`src/rtl/simd_neg_pkg.sv`:
```
// Shared types and element-geometry helpers for the partitioned two's-complement unit.
// Granule masks are sized for the widest supported lane; callers truncate to their RATIO.
package simd_neg_pkg;

  typedef enum logic [1:0] {
    OP_NOT     = 2'b00,
    OP_NEG     = 2'b01,
    OP_ABS     = 2'b10,
    OP_ABS_SAT = 2'b11
  } op_e;

  localparam int MAX_GRANULES = 64;

  // One-hot width select to a mask of element least-significant granules.
  // The highest set bit (narrowest element) wins; all-zero means one full-width element.
  function automatic logic [MAX_GRANULES-1:0] sew_decode(input logic [7:0] sew, input int ratio);
    logic [MAX_GRANULES-1:0] m;
    int k;
    int n;
    k = 0;
    for (int i = 0; i < 8; i++)
      if (sew[i]) k = i;
    n = ratio >> k;
    if (n < 1) n = 1;
    m = '0;
    for (int g = 0; g < MAX_GRANULES; g++)
      if (g < ratio && (g & (n - 1)) == 0) m[g] = 1'b1;
    return m;
  endfunction

  // Element most-significant granules: the top granule, or any granule whose upper neighbour starts an element.
  function automatic logic [MAX_GRANULES-1:0] elem_msb_mask(input logic [MAX_GRANULES-1:0] lsb, input int ratio);
    logic [MAX_GRANULES-1:0] m;
    m = '0;
    for (int g = 0; g < MAX_GRANULES; g++) begin
      if (g == ratio - 1) m[g] = 1'b1;
      else if (g < ratio - 1) m[g] = lsb[g + 1];
    end
    return m;
  endfunction

endpackage

```
`src/rtl/simd_inv.sv`:
```
// Granule-masked bitwise invert: each granule is inverted when its mask bit is set.
module simd_inv #(
  parameter int MIN_WIDTH = 8,
  parameter int MAX_WIDTH = 64,
  parameter int RATIO     = MAX_WIDTH / MIN_WIDTH
) (
  input  logic [RATIO-1:0]     mask_i,
  input  logic [MAX_WIDTH-1:0] data_i,
  output logic [MAX_WIDTH-1:0] data_o
);

  for (genvar g = 0; g < RATIO; g++) begin : g_gran
    assign data_o[g*MIN_WIDTH +: MIN_WIDTH] = data_i[g*MIN_WIDTH +: MIN_WIDTH] ^ {MIN_WIDTH{mask_i[g]}};
  end

endmodule

```
`src/rtl/simd_seg_prefix_inc.sv`:
```
// Segmented increment: carry enters at each element's low granule and ripples only
// through all-ones granules of the same element.
module simd_seg_prefix_inc #(
  parameter int MIN_WIDTH = 8,
  parameter int MAX_WIDTH = 64,
  parameter int RATIO     = MAX_WIDTH / MIN_WIDTH
) (
  input  logic [RATIO-1:0]     bnd_i,
  input  logic [RATIO-1:0]     prop_i,
  input  logic [RATIO-1:0]     cin_i,
  input  logic [MAX_WIDTH-1:0] data_i,
  output logic [MAX_WIDTH-1:0] data_o
);

  logic [RATIO-1:0] carry;

  always_comb begin : prefix
    logic c;
    carry = '0;
    c     = 1'b0;
    for (int g = 0; g < RATIO; g++) begin
      if (bnd_i[g]) c = cin_i[g];
      carry[g] = c;
      c        = c & prop_i[g];
    end
  end

  for (genvar g = 0; g < RATIO; g++) begin : g_gran
    assign data_o[g*MIN_WIDTH +: MIN_WIDTH] =
      data_i[g*MIN_WIDTH +: MIN_WIDTH] + {{(MIN_WIDTH-1){1'b0}}, carry[g]};
  end

endmodule

```
`src/rtl/simd_neg_pipe.sv`:
```
// Two-stage partitioned NOT/NEG/ABS/ABS_SAT unit with valid/ready handshake.
// S1 inverts and classifies elements; S2 does the segmented increment and saturation.
module simd_neg_pipe
  import simd_neg_pkg::*;
#(
  parameter int MIN_WIDTH = 8,
  parameter int MAX_WIDTH = 64,
  parameter int RATIO     = MAX_WIDTH / MIN_WIDTH,
  parameter int SEW_WIDTH = $clog2(RATIO) + 1,
  parameter int TAG_WIDTH = 4
) (
  input  logic                 clk,
  input  logic                 rst,
  input  logic                 valid_i,
  output logic                 ready_o,
  input  logic [1:0]           op_i,
  input  logic [SEW_WIDTH-1:0] sew_i,
  input  logic [RATIO-1:0]     enable_i,
  input  logic [MAX_WIDTH-1:0] opA_i,
  input  logic [TAG_WIDTH-1:0] tag_i,
  output logic                 valid_o,
  input  logic                 ready_i,
  output logic [MAX_WIDTH-1:0] result_o,
  output logic [RATIO-1:0]     ovf_o,
  output logic [TAG_WIDTH-1:0] tag_o
);

  localparam int W      = MIN_WIDTH;
  localparam int STAGES = 2;

  logic              s1_adv, s2_adv;
  logic [STAGES:1]   vld_pipe_d, vld_pipe_q;

  logic [RATIO-1:0]     bnd, msb, elem_en, elem_sign, elem_mn, inv, prop, flag;
  logic [MAX_WIDTH-1:0] inv_data;

  logic [MAX_WIDTH-1:0] s1_data_d, s1_data_q;
  logic [RATIO-1:0]     s1_inv_d, s1_inv_q, s1_prop_d, s1_prop_q;
  logic [RATIO-1:0]     s1_mn_d, s1_mn_q, s1_bnd_d, s1_bnd_q;
  op_e                  s1_op_d, s1_op_q;
  logic [TAG_WIDTH-1:0] s1_tag_d, s1_tag_q;

  logic [RATIO-1:0]     inc;
  logic [MAX_WIDTH-1:0] inc_data, s2_res;
  logic [MAX_WIDTH-1:0] result_d, result_q;
  logic [RATIO-1:0]     ovf_d, ovf_q;
  logic [TAG_WIDTH-1:0] tag_d, tag_q;

  assign s2_adv  = !vld_pipe_q[2] || ready_i;
  assign s1_adv  = !vld_pipe_q[1] || s2_adv;
  assign ready_o = s1_adv;

  assign bnd = RATIO'(sew_decode(8'(sew_i), RATIO));
  assign msb = RATIO'(elem_msb_mask(64'(bnd), RATIO));

  // Per-element attributes live at the top granule; broadcast them down over the element.
  always_comb begin : s1_decode
    logic en_c, sign_c, mn_c, zlo_c;
    logic [RATIO-1:0] mn_at;
    elem_en   = '0;
    elem_sign = '0;
    elem_mn   = '0;
    mn_at     = '0;
    en_c      = 1'b0;
    sign_c    = 1'b0;
    mn_c      = 1'b0;
    zlo_c     = 1'b0;
    for (int g = 0; g < RATIO; g++) begin
      if (bnd[g]) zlo_c = 1'b1;
      mn_at[g] = zlo_c && (opA_i[g*W +: W] == {1'b1, {(W-1){1'b0}}});
      zlo_c    = zlo_c && (opA_i[g*W +: W] == '0);
    end
    for (int g = RATIO - 1; g >= 0; g--) begin
      if (msb[g]) begin
        en_c   = enable_i[g];
        sign_c = opA_i[g*W + W - 1];
        mn_c   = mn_at[g];
      end
      elem_en[g]   = en_c;
      elem_sign[g] = sign_c;
      elem_mn[g]   = mn_c;
    end
  end

  always_comb begin
    inv  = '0;
    flag = '0;
    for (int g = 0; g < RATIO; g++) begin
      inv[g]  = elem_en[g] && (op_e'(op_i) == OP_NOT || op_e'(op_i) == OP_NEG || elem_sign[g]);
      flag[g] = elem_en[g] && op_e'(op_i) != OP_NOT && elem_mn[g];
    end
  end

  simd_inv #(.MIN_WIDTH(MIN_WIDTH), .MAX_WIDTH(MAX_WIDTH), .RATIO(RATIO)) u_inv (
    .mask_i (inv),
    .data_i (opA_i),
    .data_o (inv_data)
  );

  always_comb begin
    prop = '0;
    for (int g = 0; g < RATIO; g++) prop[g] = &inv_data[g*W +: W];
  end

  // S2 datapath: NOT never increments; most-negative ABS_SAT keeps the inverted 0x7F..F.
  assign inc = s1_inv_q & {RATIO{s1_op_q != OP_NOT}};

  simd_seg_prefix_inc #(.MIN_WIDTH(MIN_WIDTH), .MAX_WIDTH(MAX_WIDTH), .RATIO(RATIO)) u_inc (
    .bnd_i  (s1_bnd_q),
    .prop_i (s1_prop_q),
    .cin_i  (inc),
    .data_i (s1_data_q),
    .data_o (inc_data)
  );

  always_comb begin
    s2_res = '0;
    for (int g = 0; g < RATIO; g++)
      s2_res[g*W +: W] = (s1_op_q == OP_ABS_SAT && s1_mn_q[g]) ? s1_data_q[g*W +: W] : inc_data[g*W +: W];
  end

  always_comb begin
    vld_pipe_d = vld_pipe_q;
    s1_data_d  = s1_data_q;
    s1_inv_d   = s1_inv_q;
    s1_prop_d  = s1_prop_q;
    s1_mn_d    = s1_mn_q;
    s1_bnd_d   = s1_bnd_q;
    s1_op_d    = s1_op_q;
    s1_tag_d   = s1_tag_q;
    result_d   = result_q;
    ovf_d      = ovf_q;
    tag_d      = tag_q;
    if (s1_adv) vld_pipe_d[1] = valid_i;
    if (s1_adv && valid_i) begin
      s1_data_d = inv_data;
      s1_inv_d  = inv;
      s1_prop_d = prop;
      s1_mn_d   = flag;
      s1_bnd_d  = bnd;
      s1_op_d   = op_e'(op_i);
      s1_tag_d  = tag_i;
    end
    if (s2_adv) vld_pipe_d[2] = vld_pipe_q[1];
    // Outputs only change on a real S1->S2 transfer, so they hold through stalls and bubbles.
    if (s2_adv && vld_pipe_q[1]) begin
      result_d = s2_res;
      ovf_d    = s1_mn_q;
      tag_d    = s1_tag_q;
    end
  end

  always_ff @(posedge clk) begin
    if (rst) begin
      vld_pipe_q <= '0;
      s1_data_q  <= '0;
      s1_inv_q   <= '0;
      s1_prop_q  <= '0;
      s1_mn_q    <= '0;
      s1_bnd_q   <= '0;
      s1_op_q    <= OP_NOT;
      s1_tag_q   <= '0;
      result_q   <= '0;
      ovf_q      <= '0;
      tag_q      <= '0;
    end else begin
      vld_pipe_q <= vld_pipe_d;
      s1_data_q  <= s1_data_d;
      s1_inv_q   <= s1_inv_d;
      s1_prop_q  <= s1_prop_d;
      s1_mn_q    <= s1_mn_d;
      s1_bnd_q   <= s1_bnd_d;
      s1_op_q    <= s1_op_d;
      s1_tag_q   <= s1_tag_d;
      result_q   <= result_d;
      ovf_q      <= ovf_d;
      tag_q      <= tag_d;
    end
  end

  assign valid_o  = vld_pipe_q[2];
  assign result_o = result_q;
  assign ovf_o    = ovf_q;
  assign tag_o    = tag_q;

endmodule
```
`config.mk`:
```
export PLATFORM = sky130hd
export DESIGN_NAME = simd_neg_pipe
export DESIGN_NICKNAME = d
export VERILOG_FILES = /design/src/rtl/simd_neg_pkg.sv /design/src/rtl/simd_inv.sv /design/src/rtl/simd_seg_prefix_inc.sv /design/src/rtl/simd_neg_pipe.sv
export SDC_FILE = /design/constraint.sdc
export NUM_CORES = 1
export LEC_CHECK = 0
export BUFFER_PORTS_ARGS = -buffer_cell sky130_fd_sc_hd__buf_2
export CAP_MARGIN = 20
export CORE_ASPECT_RATIO = 1.2
export CORE_MARGIN = 10
export CORE_UTILIZATION = 45
export CTS_CLUSTER_DIAMETER = 150
export DETAILED_ROUTE_END_ITERATION = 8
export GPL_ROUTABILITY_DRIVEN = 0
export PLACE_DENSITY_LB_ADDON = 0.05
export RECOVER_POWER = 100
export SYNTH_ARGS = -nofsm -noshare
export SYNTH_HDL_FRONTEND = slang
export SYNTH_SLANG_ARGS = --single-unit
```
`constraint.sdc`:
```
create_clock -name clk -period 5.62 [get_ports clk]
set_input_delay 0.562 -clock clk [delete_from_list [all_inputs] [get_ports clk]]
set_output_delay 0.562 -clock clk [all_outputs]
set_load 0.01 [all_outputs]
```
Word level (Yosys, flattened, before mapping)
Cells that the tools add are included.
{ "totals": {"ff_bits": 179, "input_bits": 86, "output_inout_bits": 78, "word_cells": 188} }
{ "op_classes": {"n_addsub": 9, "magnitude_cmp": 1, "eq_ne": 10, "shift": 1, "muxes": 55, "bitwise_logic": 16, "n_reduce_logical": 84} }
{ "ops": {"columns": ["operator", "count"], "rows": [
  ["logical NOT 32 bit", 7],
  ["adder 8 x 1 -> 8 bit", 8],
  ["equality test 8 bit, second input constant", 8],
  ["two-way mux 8 bit", 8],
  ["XOR 8 bit", 8],
  ["logical NOT 8 bit", 7],
  ["AND reduction 8 bit", 7],
  ["logical AND 1 bit", 47],
  ["two-way mux 1 bit", 44],
  ["< comparator 32 x 2 -> 1 bit, second input constant", 1],
  ["right shift 4 x 2 -> 32 bit, first input constant", 1],
  ["logical OR 1 bit", 11],
  ["AND 8 bit", 1],
  ["AND 1 bit", 7],
  ["two-way mux 2 bit", 2],
  ["nonzero test 2 bit", 2],
  ["two-way mux 3 bit", 1],
  ["subtractor 3 x 2 -> 3 bit, second input constant", 1],
  ["equality test 2 x 1 -> 1 bit, second input constant", 1],
  ["equality test 2 bit, second input constant", 1],
  ["logical NOT 1 bit", 2],
  ["logical NOT 2 bit", 1]
]} }

Depth between registers and ports, before layout
Gate-level depths: netlist (run 1).
{ "depth": {"ltp_word": 31, "ltp_mapped": 14, "mapped_depth_nobuf": 13} }

Modules after synthesis
A second synthesis (run 1) with hierarchy kept.
{ "hier_totals": {"hier_cells": 1199, "area_unflattened_um2": 9305.2} }
{ "by_module_without_submodules": {"columns": ["module", "instances", "cells_per_inst", "area_each_um2"], "rows": [
  ["simd_neg_pipe", 1, 982, 7537.2],
  ["simd_seg_prefix_inc", 1, 145, 1117.3],
  ["simd_inv", 1, 72, 650.6]
]} }

Worst setup path after synthesis (run 1)
No wires, ideal clock.
{ "synth_path": {"path_type": "register to register", "from": "register s1_bnd_q[5]", "to": "register result_q[46] (netlist: result_o[46])", "setup_time_ns": 0.086, "arrival_time_ns": 2.402, "slack_ns": 3.132, "path_stages_with_launch": 15, "synth_period_minus_slack_ns": 2.488, "cell_sequence": "dfxtp_1 -> clkbuf_1 -> nand2_1 -> o21ai_0 -> a22oi_1 -> nor4_1 -> o21ai_0 -> o21ai_0 -> ha_1 -> ha_1 -> nand2_1 -> nor2_1 -> nand3_1 -> xor2_1 -> a211oi_1"} }
{ "synth_via": {"elab_chain_len": 3} }
{ "synth_lines": {"columns": ["element", "line_no", "text"], "rows": [
  ["from (decl)", "simd_neg_pipe.sv:39", "logic [RATIO-1:0] s1_mn_d, s1_mn_q, s1_bnd_d, s1_bnd_q;"],
  ["from (signal assigned)", "simd_neg_pipe.sv:172", "s1_bnd_q <= s1_bnd_d;"],
  ["two-way mux 1 bit", "simd_seg_prefix_inc.sv:22", "if (bnd_i[g]) c = cin_i[g];"],
  ["adder 8 x 1 -> 8 bit", "simd_seg_prefix_inc.sv:30", "data_i[g*MIN_WIDTH +: MIN_WIDTH] + {{(MIN_WIDTH-1){1'b0}}, carry[g]};"],
  ["two-way mux 8 bit", "simd_neg_pipe.sv:119", "s2_res[g*W +: W] = (s1_op_q == OP_ABS_SAT && s1_mn_q[g]) ? s1_data_q[g*W +: W] : inc_data[g*W +: W];"],
  ["to (signal assigned)", "simd_neg_pipe.sv:175", "result_q <= result_d;"],
  ["to (decl)", "simd_neg_pipe.sv:45", "logic [MAX_WIDTH-1:0] result_d, result_q;"]
]} }
Every way passes these cells.
A chain may end at the register's enable or synchronous reset.

Final worst setup path (run 1)
{ "layout_path": {"from": "input port rst", "to": "register s1_prop_q[4]"} }
{ "layout_rtl": {"columns": ["element", "line_no", "text"], "rows": [
  ["from (decl)", "simd_neg_pipe.sv:13", "input logic rst,"],
  ["to (signal assigned)", "simd_neg_pipe.sv:170", "s1_prop_q <= s1_prop_d;"],
  ["to (decl)", "simd_neg_pipe.sv:38", "logic [RATIO-1:0] s1_inv_d, s1_inv_q, s1_prop_d, s1_prop_q;"]
]} }
No word-level cell between the ends.

==> impl_metrics.ini, run 1 <==
[sta]
final_max_slew_viol_count = 195
layout_setup_ws_ns = 1.66
skew_ns = 0.00939
holdWs_ns = 0.367
post-route-period-util = 0.705
tightest_slew_ns = 3.31
fmax_mhz = 252
max_slew_margin = -1.21
final.setup.tns_ns = 0
rsz0062_at_grt = no
setup_viol = 0
finalHoldViolCount = 0
period_minus_slack_ns = 3.96

[worst_setup_path]
crit_buf_inv = 3
cp.depth = 4
cp.required_ns = 5.78
path_max_fanout = 70
path_cells = buf_4 -> buf_4 -> clkbuf_1 -> nor3_1
crit_family = buffers and inverters
critPathLaunchType = primary input
path_common_cell = buf_4
crit_type = primary input to register
timing.rr.start = vld_pipe_q[1]
setup.worst_path.end_class = register
critical_path.max_stage_delay_ns = 2.39
critPathLaunch = rst
crit_slowest_cell = clkbuf_1
reg2reg_depth = 7
worstPathArrival_ns = 4.12

[drt]
dr.pass1.iters = 5
drt-initial-drc-count = 297
route.detailed.drc = 0
wl_per_cell_um = 16.3
ant_nets = 0
viasPerCell = 5.27
num_vias = 7391
drt-total-wl_um = 22900

[grt]
grt_pass1_vias = 7364
grt_max_degree = 86
grt_usage = 0.181
antenna_found_initial = 2
grt_pass1_wl_um = 37700
grt_overflow = 0

[clock_tree]
cts-resized-gates = 0
tritoncts = built
postCtsHoldBufs = 0
clock_latency_ns = 0.43
cts_sinks = 175
clkSlewWorstSetupHoldPaths_ns = 0.07
clockRootBuffer = clkbuf_16
post-cts-setup-buffers = 0
cts_buffer_depth = 2
numCtsBuffers = 17
cts_htree_levels = 4

[finish]
insertedDiodeCount = 0
drive_gt1_frac = 0.123
final_area_um2 = 10100
utilization = 0.534
num-nets-final = 1237
syn2layout_area_growth_pct = 16.4

[pwr]
irDropWorstVdd_uv = 227
power_density_nw_per_um2 = 303
leakagePower_nw = 3.79

[synthesis]
synth-seq-cells = 175
ys_types = 63
synthCells = 1013
synth_top_area_frac = 0.405
synthesis.nets = 1115
synth_common_cells = dfxtp_1 (175), nor2_1 (162), a211oi_1 (114)
synth_edf_count = 0
synth_flop_cell = dfxtp_1
synth_area_leaders = dfxtp_1 (40%), a211oi_1 (9.9%), nor2_1 (7.0%), xor2_1 (6.7%), xnor2_1 (4.4%)
ys_seq_area_frac = 0.405
yosys_warnings = 0
synth_area_leader_cell = dfxtp_1
netlist_area_um2 = 8650
synth-async-reset-ratio = 0
syn_area_per_cell_um2 = 8.54
yosysMostFrequentCell = dfxtp_1

[die]
dieWidth_um = 147
row_count = 55
die_y_um = 172
die_area_um2 = 25200
initial_core_util = 0.459
coreArea_um2 = 18900
io_pins = 164

[placed_design]
preCtsSetupSlack_ns = 2.57
placed_area_um2 = 9570
port_buffers = 162
hpwl_um = 16400

[run]
maxCapViolCount = 3

[hold_path]
worstHoldStart = tag_i[3]
min_path_type = primary input to register
hold_depth = 3

[outcome]
violations = max-capacitance violations, max-slew violations
status = finished with violations
==> worst min-delay path: cells and delay by family <==
kind            cells  cell delay, ns
compound gates      1            0.05
buf+inv             1            0.09
simple gates        1            0.05
==> cell usage in the layout (no fill, tap or decap), types with 7 or more instances in the layout <==
master     count
dfxtp_1      175
nand2_1       99
xor2_1        66
nor4_1         7
a211oi_1     114
nand4_1       31
o21ai_0       12
nand3_1       31
nor2_1       163
a22o_1        11
mux2i_1       29
ha_1          16
a21oi_1       44
nor3_1        12
xnor2_1       43
buf_2         83
buf_4          9
clkbuf_1      82
clkbuf_16     17
==> logic make-up (layout without fill, tap and decap cells) <==
group / after synthesis / count (layout) / share of synthesized area
simple gates: 389 / 389 / 0.209
fa+ha+maj: 16 / 16 / 0.0231
xor+xnor: 109 / 109 / 0.110
compound gates: 213 / 213 / 0.173
buf+inv: 76 / 210 / 0.0379
flops: 175 / 175 / 0.405
mux: 35 / 35 / 0.0422
==> metrics by stage <==
stage | total power (W) | cells
after floorplan | 0.00170 | 1013
after global placement | 0.00184 | 1372
after detailed placement | 0.00185 | 1372
after CTS | 0.00309 | 1403
after global routing | 0.00320 | 1403
final | 0.00305 | 1403
==> metal layers <==
layer,GRT usage,up-vias,wire [um]
met4,0.0549,2,295
met3,0.0447,27,1060
li1,-,3855,-
met1,0.226,3345,10600
met5,0,-,13
met2,0.304,162,10900
==> layout make-up <==
cell class,instances,area (um2)
multi-input combinational,762,4820
fill,1933,8790
sequential,175,3500
inverter,6,22.5
tap,256,320
timing repair buffer,173,787
clock inverter,11,156
clock buffer,20,457
==> power breakdown <==
| part | internal (W) | switching [W] |
|---|---|---|
| Sequential | 0.00133 | 0.0000669 |
| Combinational | 0.000173 | 0.000244 |
| Clock | 0.000728 | 0.000514 |
==> path summary, 6_finish.rpt <==
path / endpoint / slack (ns)
worst min register to register: tag_o[2] / 0.46
worst min-delay path: s1_tag_q[3] / 0.37
worst max register to register: s1_mn_q[4] / 1.80
worst max-delay path: s1_prop_q[4] / 1.66
==> sequential cells by signal, summed over array words and instances (netlist names) <==
| register | cells |
|---|---|
| result_o | 64 |
| s1_data_q | 64 |
| ovf_o | 8 |
| s1_inv_q | 8 |
| s1_mn_q | 8 |
| s1_prop_q | 7 |
| s1_bnd_q | 4 |
| s1_tag_q | 4 |
| tag_o | 4 |
| s1_op_q | 2 |
| vld_pipe_q | 2 |
Note: power is estimated with default switching activity, not from simulation.
==> run 2, diff against run 1 <==
--- a/config.mk
+++ b/config.mk
@@ -5,6 +5,7 @@
 export SDC_FILE = /design/constraint.sdc
 export NUM_CORES = 1
 export LEC_CHECK = 0
+export ABC_AREA = 1
 export BUFFER_PORTS_ARGS = -buffer_cell sky130_fd_sc_hd__buf_2
 export CAP_MARGIN = 20
 export CORE_ASPECT_RATIO = 1.2
==> constraint.sdc (replaced) <==
create_clock -name clk -period 4.1 [get_ports clk]
set_input_delay 0.41 -clock clk [delete_from_list [all_inputs] [get_ports clk]]
set_output_delay 0.41 -clock clk [all_outputs]
set_load 0.01 [all_outputs]
==> run 2 against run 1 <==
The run still ends with max-capacitance violations, max-slew violations left. Die area is 0.72% higher. Clock power is 35% higher. Largest power group unchanged. Combinational power is 48% higher. First-iteration DRC count is 26% higher. Critical path type is now register to register. Register-to-register slack worse by 1.1 ns. Highest routed layer unchanged. Core utilization is 0.25 points higher. Synthesized cell count is 19% higher. Non-clock buffer count is 2 lower. Sequential power is 37% higher.
==> impl_metrics.ini, run 2 <==
[finish]
finalNonFillerCells = 1607
multi_input_comb_area_um2 = 4370
syn2layout_area_growth_pct = 16.8
final_area_um2 = 10200
mostFrequentLayoutCell = dfxtp_1
num-nets-final = 1437
nFillCells = 2020
drive_gt1_frac = 0.102
final_cell_mix = dfxtp_1 (175), inv_1 (158), a21oi_1 (144), nand2_1 (143), o21ai_0 (138)
seq_area_um2 = 3500

[synthesis]
ys_types = 36
synth-compound-area-share = 0.196
synth_area_leader_cell = dfxtp_1
synth_edf_count = 0
syn_area_per_cell_um2 = 7.25
synth_top_family_by_area = compound AO/OA/AOI/OAI gates
netlist_area_um2 = 8720
synth-async-reset-ratio = 0
synth_flop_cell = dfxtp_1
synth_mux_area_frac = 0
synth-seq-cells = 175
yosys_warnings = 0
synth_xor_area_frac = 0.0964
synth_top_area_frac = 0.402
synthSimpleGateAreaFrac = 0.187
ys_seq_area_frac = 0.402
synth_common_cells = dfxtp_1 (175), inv_1 (159), a21oi_1 (144)
synthesis.nets = 1305
yosysMostFrequentCell = dfxtp_1
synth_area_leaders = dfxtp_1 (40%), a21oi_1 (8.3%), o21ai_0 (7.7%), xor2_1 (7.3%), inv_1 (6.8%)
synthCells = 1203
synthAdderAreaFrac = 0.0230

[clock_tree]
cts-resized-gates = 0
cts_htree_levels = 4
cts_sinks = 175
cts_buffer_depth = 2
clkSlewWorstSetupHoldPaths_ns = 0.07
numCtsBuffers = 17
post-cts-setup-buffers = 0
clockRootBuffer = clkbuf_16
clock_latency_ns = 0.43
postCtsHoldBufs = 0
tritoncts = built

[worst_setup_path]
crit_type = register to register
worstPathArrival_ns = 3.69
critPathLaunchType = register
setup.worst_path.end_class = register
cp.required_ns = 4.42
path_max_fanout = 7

[drt]
top_layer = met5
wl_met3_um = 1370
drt-met1-wl_um = 11200
drt-total-wl_um = 24300
wl_per_cell_um = 15.1
ant_nets = 0
drt-initial-drc-count = 373
viasPerCell = 4.99
route.detailed.drc = 0
dr.pass1.iters = 5
num_vias = 8013
routed-wl-met2_um = 11400

[grt]
grt_max_degree = 107
grt_pass1_vias = 7804
grt_pass1_wl_um = 39700
grt_usage = 0.189
grt_overflow = 0
antenna_found_initial = 3

[sta]
tightest_slew_ns = 2.05
holdWs_ns = 0.225
rsz0062_at_grt = no
period_minus_slack_ns = 3.37
layout_setup_ws_ns = 0.727
setup_viol = 0
post-route-period-util = 0.823
final_max_slew_viol_count = 186
final.setup.tns_ns = 0
max_slew_margin = -0.364
skew_ns = 0.0117
fmax_mhz = 297
finalHoldViolCount = 0

[outcome]
violations = max-capacitance violations, max-slew violations
status = finished with violations

[die]
initial_core_util = 0.459
row_count = 55
die_y_um = 173
io_pins = 164
coreArea_um2 = 19000
die_area_um2 = 25400
dieWidth_um = 147

[pwr]
irDropWorstVdd_uv = 313
power_density_nw_per_um2 = 412
leakagePower_nw = 4.60

[run]
maxCapViolCount = 3

[hold_path]
min_path_type = primary input to register

[placed_design]
hpwl_um = 17200
port_buffers = 162
placed_area_um2 = 9720
preCtsSetupSlack_ns = 0.784
place_inst = 1572
-- run 2: cell families after synthesis --
kind of cell / after synthesis
XOR/XNOR: 96
adder cells (fa/ha/maj): 16
AND/OR/NAND/NOR: 377
AO/OA/AOI/OAI: 317
flip-flops: 175
buffers and inverters: 222
-- run 2: routing by layer --
| metal | track usage | vias to the layer above |
|---|---|---|
| met5 | 0 | - |
| met4 | 0.0451 | 2 |
| li1 | - | 4213 |
| met3 | 0.0467 | 20 |
| met1 | 0.240 | 3604 |
| met2 | 0.311 | 174 |
-- run 2: critical path: stages (launching register included) --
cell and delay (ns):
dfxtp_1 0.34, nor2_1 0.07, inv_1 0.18, nand3_1 0.10, nand2_1 0.12, nand3_1 0.08, nand2_1 0.13, nand3_1 0.08
nand2_1 0.11, a21oi_1 0.07, a21oi_1 0.29, nand3_1 0.12, nand2_1 0.12, nand3_1 0.07, nand2_1 0.09, nand3_1 0.07
nand2_1 0.10, ha_1 0.19, nand4_1 0.14, nand3b_1 0.23, nand3b_1 0.20, nand2_1 0.07, nand2_1 0.04, o221ai_1 0.18
inv_1 0.06
-- run 2: final cells by class --
type	count	area share
Antenna cell	3	0.000737
Clock buffer	20	0.0438
Clock inverter	12	0.0156
Inverter	164	0.0608
Multi-Input combinational cell	806	0.429
Sequential cell	175	0.344
Tap cell	256	0.0314
Timing Repair Buffer	171	0.0747
-- run 2: path summary, 6_finish.rpt --
path               from  cells past startpoint      endpoint  slack (ns)
min            tag_i[0]                      3   s1_tag_q[0]        0.23
max reg2reg  s1_op_q[1]                     24  result_o[63]        0.73
max          s1_op_q[1]                     24  result_o[63]        0.73
min reg2reg  s1_mn_q[5]                      2    s1_mn_q[5]        0.47
-- run 2: metrics by stage --
step	util	power (W)
after global placement	0.512	0.00257
after CTS	0.544	0.00426
after detailed placement	0.512	0.00258
after floorplan	-	0.00235
after global routing	0.536	0.00441
final	0.536	0.00420
-- run 2: report_power, final --
| group | internal (W) | switching (W) |
|---|---|---|
| combinational | 0.000219 | 0.000399 |
| clock | 0.000980 | 0.000700 |
| sequential | 0.00182 | 0.0000770 |
